### src/rtl/enigma_frame_codec.sv
// enigma_frame_codec
// UART-side frame codec for the Enigma encryptor.
//   RX: ASCII bytes -> 6-bit symbol codes, packed MS-first into frames of
//       N_CHARS characters; CR/LF may flush a short, left-aligned frame.
//   TX: walks a frame of codes MS-first, converts each code back to ASCII and
//       hands it to the UART one byte at a time.
//
// Handshakes:
//   rx_valid    : one-cycle strobe; rx_data is consumed on every rising edge
//                 where rx_valid=1, with no back-pressure.
//   frame_valid : one-cycle pulse; frame_out/frame_len/frame_err are valid in
//                 that cycle and hold until the next pulse.
//   tx_start    : accepted only on an edge where tx_ready=1.
//   tx_stb      : one-cycle strobe with tx_data valid. The UART answers by
//                 raising tx_busy; the next byte is strobed only after tx_busy
//                 has been seen high and then low again.
//   tx_done     : one-cycle pulse after the final byte has completed.

module enigma_frame_codec #(
    parameter int N_CHARS   = 10,
    parameter bit EOL_FLUSH = 1'b1,
    localparam int LW       = $clog2(N_CHARS + 1)
) (
    input  logic                 clk,
    input  logic                 rst,
    input  logic [7:0]           rx_data,
    input  logic                 rx_valid,
    output logic [8*N_CHARS-1:0] frame_out,
    output logic [LW-1:0]        frame_len,
    output logic                 frame_valid,
    output logic                 frame_err,
    input  logic [8*N_CHARS-1:0] tx_frame,
    input  logic                 tx_start,
    output logic                 tx_ready,
    output logic [7:0]           tx_data,
    output logic                 tx_stb,
    input  logic                 tx_busy,
    output logic                 tx_done,
    output logic [2:0]           dbg_tx_state
);

    localparam int FW = 8 * N_CHARS;
    localparam int CW = $clog2(N_CHARS);

    localparam logic [7:0] INVALID_CODE = 8'hFF;

    // ------------------------------------------------------------------
    // Code map helpers
    // ------------------------------------------------------------------
    function automatic logic [7:0] f_ascii_to_code(input logic [7:0] b);
        logic [7:0] code;
        code = INVALID_CODE;
        if (b >= 8'h30 && b <= 8'h39)      code = b - 8'h30;   // '0'-'9'
        else if (b >= 8'h41 && b <= 8'h5A) code = b - 8'h37;   // 'A'-'Z'
        else if (b >= 8'h61 && b <= 8'h7A) code = b - 8'h3D;   // 'a'-'z'
        else if (b == 8'h3F)               code = 8'h3E;       // '?'
        else if (b == 8'h21)               code = 8'h3F;       // '!'
        return code;
    endfunction

    function automatic logic [7:0] f_code_to_ascii(input logic [7:0] c);
        logic [7:0] ch;
        ch = 8'h3F;                                            // out of range -> '?'
        if (c <= 8'h09)      ch = c + 8'h30;
        else if (c <= 8'h23) ch = c + 8'h37;
        else if (c <= 8'h3D) ch = c + 8'h3D;
        else if (c == 8'h3E) ch = 8'h3F;
        else if (c == 8'h3F) ch = 8'h21;
        return ch;
    endfunction

    // ------------------------------------------------------------------
    // RX path
    // ------------------------------------------------------------------
    logic [FW-1:0] r_shift;
    logic [CW-1:0] r_cnt;
    logic          r_flag;
    logic [FW-1:0] r_frame_out;
    logic [LW-1:0] r_frame_len;
    logic          r_frame_valid;
    logic          r_frame_err;

    logic [7:0]    w_code;
    logic          w_invalid;
    logic          w_is_eol;
    logic          w_last;
    logic [FW-1:0] w_shift_next;
    logic [31:0]   w_pad_bits;
    logic [FW-1:0] w_flush_frame;

    // Decode the incoming byte and prepare both the shifted and flushed frames
    always_comb begin
        w_code        = f_ascii_to_code(rx_data);
        w_invalid     = (w_code == INVALID_CODE);
        w_is_eol      = EOL_FLUSH && ((rx_data == 8'h0D) || (rx_data == 8'h0A));
        w_last        = (r_cnt == CW'(N_CHARS - 1));
        w_shift_next  = {r_shift[FW-9:0], w_code};
        // Short frames hold their characters in the low bytes; shifting the
        // unused byte count up left-aligns them and zero-fills the tail.
        w_pad_bits    = 32'((N_CHARS - int'(r_cnt)) * 8);
        w_flush_frame = r_shift << w_pad_bits;
    end

    // Accumulate characters and publish a frame on the last char or on EOL
    always_ff @(posedge clk or negedge rst) begin
        if (!rst) begin
            r_shift       <= '0;
            r_cnt         <= '0;
            r_flag        <= 1'b0;
            r_frame_out   <= '0;
            r_frame_len   <= '0;
            r_frame_valid <= 1'b0;
            r_frame_err   <= 1'b0;
        end else begin
            r_frame_valid <= 1'b0;
            if (rx_valid) begin
                if (w_is_eol) begin
                    // An EOL on an empty frame is silently dropped
                    if (r_cnt != '0) begin
                        r_frame_out   <= w_flush_frame;
                        r_frame_len   <= LW'(r_cnt);
                        r_frame_err   <= r_flag;
                        r_frame_valid <= 1'b1;
                        r_shift       <= '0;
                        r_cnt         <= '0;
                        r_flag        <= 1'b0;
                    end
                end else if (w_last) begin
                    r_frame_out   <= w_shift_next;
                    r_frame_len   <= LW'(N_CHARS);
                    r_frame_err   <= r_flag | w_invalid;
                    r_frame_valid <= 1'b1;
                    r_shift       <= '0;
                    r_cnt         <= '0;
                    r_flag        <= 1'b0;
                end else begin
                    r_shift <= w_shift_next;
                    r_cnt   <= r_cnt + CW'(1);
                    r_flag  <= r_flag | w_invalid;
                end
            end
        end
    end

    assign frame_out   = r_frame_out;
    assign frame_len   = r_frame_len;
    assign frame_valid = r_frame_valid;
    assign frame_err   = r_frame_err;

    // ------------------------------------------------------------------
    // TX serializer
    // ------------------------------------------------------------------
    typedef enum logic [2:0] {
        S_IDLE      = 3'd0,
        S_SEND      = 3'd1,
        S_WAIT_BUSY = 3'd2,
        S_WAIT_IDLE = 3'd3,
        S_DONE      = 3'd4
    } tx_state_t;

    tx_state_t     r_state;
    tx_state_t     w_next_state;
    logic [FW-1:0] r_tx_frame;
    logic [CW-1:0] r_idx;
    logic          w_idx_last;

    logic          w_tx_ready;
    logic [7:0]    w_tx_data;
    logic          w_tx_stb;
    logic          w_tx_done;

    assign w_idx_last = (r_idx == CW'(N_CHARS - 1));

    // State register
    always_ff @(posedge clk or negedge rst) begin
        if (!rst) r_state <= S_IDLE;
        else      r_state <= w_next_state;
    end

    // Next-state logic
    always_comb begin
        w_next_state = r_state;
        case (r_state)
            S_IDLE:      if (tx_start) w_next_state = S_SEND;
            S_SEND:      w_next_state = S_WAIT_BUSY;
            S_WAIT_BUSY: if (tx_busy) w_next_state = S_WAIT_IDLE;
            S_WAIT_IDLE: if (!tx_busy) w_next_state = w_idx_last ? S_DONE : S_SEND;
            S_DONE:      w_next_state = S_IDLE;
            default:     w_next_state = S_IDLE;
        endcase
    end

    // Latch the frame on start, consume one byte per SEND, count completed bytes
    always_ff @(posedge clk or negedge rst) begin
        if (!rst) begin
            r_tx_frame <= '0;
            r_idx      <= '0;
        end else begin
            case (r_state)
                S_IDLE: begin
                    if (tx_start) begin
                        r_tx_frame <= tx_frame;
                        r_idx      <= '0;
                    end
                end
                S_SEND:      r_tx_frame <= r_tx_frame << 8;
                S_WAIT_IDLE: if (!tx_busy) r_idx <= r_idx + CW'(1);
                default:     ;
            endcase
        end
    end

    // Output decode from the current state
    always_comb begin
        w_tx_ready = 1'b0;
        w_tx_stb   = 1'b0;
        w_tx_done  = 1'b0;
        w_tx_data  = 8'h00;
        case (r_state)
            S_IDLE: w_tx_ready = 1'b1;
            S_SEND: begin
                w_tx_stb  = 1'b1;
                w_tx_data = f_code_to_ascii(r_tx_frame[FW-1 -: 8]);
            end
            S_DONE:  w_tx_done = 1'b1;
            default: ;
        endcase
    end

    assign tx_ready     = w_tx_ready;
    assign tx_data      = w_tx_data;
    assign tx_stb       = w_tx_stb;
    assign tx_done      = w_tx_done;
    assign dbg_tx_state = r_state;

endmodule

### config.mk
export PLATFORM = sky130hd
export DESIGN_NAME = enigma_frame_codec
export DESIGN_NICKNAME = d
export VERILOG_FILES = /design/src/rtl/enigma_frame_codec.sv
export SDC_FILE = /design/constraint.sdc
export NUM_CORES = 1
export LEC_CHECK = 0
export CAP_MARGIN = 10
export CORE_ASPECT_RATIO = 1.1
export CORE_UTILIZATION = 48
export CTS_BUF_LIST = sky130_fd_sc_hd__clkbuf_8
export DETAILED_ROUTE_END_ITERATION = 8
export PLACE_DENSITY = 0.83
export SLEW_MARGIN = 20
export SYNTH_ARGS = -nofsm -noshare
export SYNTH_HDL_FRONTEND = slang
export SYNTH_SLANG_ARGS = --single-unit
### constraint.sdc
create_clock -name clk -period 7.6 [get_ports clk]
set_input_delay 0.76 -clock clk [delete_from_list [all_inputs] [get_ports clk]]
set_output_delay 0.76 -clock clk [all_outputs]
set_load 0.005 [all_outputs]
==> metrics <==
clock skew=0.0347 ns; routability cong.=0.898; P&R area growth vs syn=19.1%; commonest cells after routing, fill and taps aside=dfrtp_1, nand2_1, clkdlybuf4s50_1, o21ai_0, mux2i_1; total negative slack=0 ns; vias post-DR=13170; DR WL/cell=22.1 microns; DP Wirelength=29700 microns; status=completed; WS Path Type=reg -> reg; Row Count=66; r2r setup slk=3.36 ns; synth unique cells=74; Root Buffer=clkbuf_8; first-pass GRT wire length=70300 microns; largest fanout on the critical path=75; Antenna Nets Post-Route=0; Slew @ Worst Pin=1.08 ns; post-CTS setup repair buffer count=0; multiplexer area fraction after synthesis=12.4%; ratio of cells with drive above 1 in the final layout=8.48%; main combinational cell family by area after synthesis=compound AO/OA/AOI/OAI gates; GRT overflow=0; Post-Syn Instances=1518; vias in the first global route=12865; Worst Setup EP=frame_out[10]; final setup fails=0; Post-synth EDFFs=0; Post-Syn Area=14600 sq um; Vias/cell=6.46; number of remaining DRC errors=0; final wirelength=45000 microns; Yosys top cell by area=dfrtp_1; Iteration-0 DRC Markers=1604; IO Count=193; Reg-to-Reg Start=r_cnt[0]; final period utilization=55.8%; PostCTS Resize Cnt=0; Final nets=1748; CP startpoint=r_cnt[0]; Synth Area in Adders=1.80%; Worst VDD drop=0.000342 V; CTS hold repair buffers=0; yosys warns=0; top post-synthesis cells by area=dfrtp_1, mux2i_1, nand2_1; clock slew at the register clock pins of the worst setup and hold paths=0.06 ns; Synth Area in Compound Gates=22.6%; clk_lat worst skew=0.58 ns; Final Hold Vio Count=0; IO Port Bufs=191; minimum clock period=4.24 ns; multi-input logic area=7420 sq um; CTS tree=built; Max Cap Viol=0; DRT Pass-1 Iters=6; Inserted Clock Buffers=45; CTS Buffer Depth=3; syn_nets=1632; chip height=185 microns; antenna violations before repair=2; Fmax=0.236 GHz; Leak Pwr=7.02 nW; Pwr Density=396 nW/um^2; startpoint class of the critical path=flop; die area=31100 sq um; Power Total=6.88 mW; FFs w/ async S/R, synth=100%; all-layer global routing usage=28.9%; Crit. End Element=flop; Initial Util=49.0%; Core ar.=29700 sq um; post-synth top area share=44.3%; Req. time, crit path=8.09 ns; RSZ-0062 raised after global routing=false; clock sinks=258; max-slew violation count=0; FF+latch area=6460 sq um; Simple-Gate Fraction of Synth Area=13.3%; Slew HR=27.8%; worst hold path type=in -> async; largest net degree at the start of global routing=119; number of synthesized register bits=258; post-synthesis sequential area ratio=44.3%; fill count=2531; Synth Area per Inst=9.60 sq um; xor and xnor area share after synthesis=0.601%; commonest non-fill, non-tap cell in the layout=dfrtp_1; Hold WS=0.278 ns; Synth Flop Type=dfrtp_1; htree depth=2; CP arrival=4.73 ns; r2r endpoint=frame_out[10]; Die X=168 microns; Reg2Reg Depth=7
==> layer usage <==
metal	part of all wire [%]	up-vias	track usage, %
met2	47	833	47.7
met3	10	184	6.79
met4	5.1	0	14.7
met5	0	-	0
li1	-	5810	-
met1	38	6343	35.5
==> cells in the mapped netlist (7+ instances only) <==
cell       count
a211oi_1      10
o2bb2ai_1     15
a31oi_1       22
buf_2         44
ha_1          21
buf_4         16
mux4_2        31
buf_1          8
nand2_1      235
nand4_1        9
clkbuf_1      69
o311ai_0       7
inv_1         18
and2_1        12
mux2i_1      102
o21a_1        12
a22o_1        73
nor3_1        29
o21ai_0      169
dfrtp_1      258
a32oi_1       19
nor2_1        99
mux2_2         8
a22oi_1       24
a21oi_1       60
nand3_1       20
o21ai_1        9
a221oi_1      22
==> stage by stage <==
stage	setup slack, ns	area, sq um	utilization [%]	std cells
after floorplan	4.92	14600	-	1518
after global placement	3.39	16500	55.4	1961
after detailed placement	3.22	16500	55.4	1961
after CTS	3.53	17400	58.4	2037
after global routing	3.09	17400	58.4	2037
final	3.36	17400	58.4	2038
==> cells by family after synthesis <==
kind of cell	after synthesis
muxes	141
AOI/OAI and AO/OA	489
and+or+nand+nor	440
buffers and inverters	158
xor gates and xnor gates	10
DFF	258
adders and majority gates	21
other	1
==> state kept, by name, summed over array words and instances, names as in the netlist <==
name	count
r_tx_frame	80
frame_out	80
r_idx	4
frame_len	4
r_cnt	4
frame_err	1
frame_valid	1
r_shift	80
dbg_tx_state	3
r_flag	1
==> final cells by class <==
cell class | count | area share [%]
Timing Repair Buffer | 207 | 11.7
Tap cell | 374 | 2.70
Clock inverter | 19 | 0.620
Sequential cell | 258 | 37.2
Clock buffer | 57 | 4.52
Multi-Input combinational cell | 1102 | 42.7
Antenna cell | 1 | 0.0144
Inverter | 20 | 0.440
==> where the power goes <==
| group | switching (mW) | leakage, nW | internal (mW) | total, mW |
|---|---|---|---|---|
| Sequential | 0.571 | 3.28 | 1.90 | 2.48 |
| Combinational | 1.71 | 3.23 | 1.42 | 3.12 |
| Clock | 0.573 | 0.513 | 0.703 | 1.28 |
| Total | 2.85 | 7.02 | 4.03 | 6.88 |
==> worst max-delay path, cell delays in order (launching register included) <==
cell and delay, ns:
dfrtp_4 0.66, clkinv_1 0.62, ha_2 0.58, buf_4 0.72
nand2_1 0.35, nor2b_1 0.79, a221oi_1 0.23, nor2_1 0.15
==> worst min path at each step <==
stage,to,slack (ns),cells past startpoint,start
after floorplan,r_tx_frame[16],0.45,2,r_tx_frame[8]
after global placement,r_tx_frame[39],0.46,2,r_tx_frame[31]
after detailed placement,r_tx_frame[76],0.47,2,r_tx_frame[68]
after CTS,r_tx_frame[73],0.31,1,rst
after global routing,r_idx[3],0.36,1,rst
final,r_idx[3],0.28,1,rst
(Power assumes the default switching activity.)
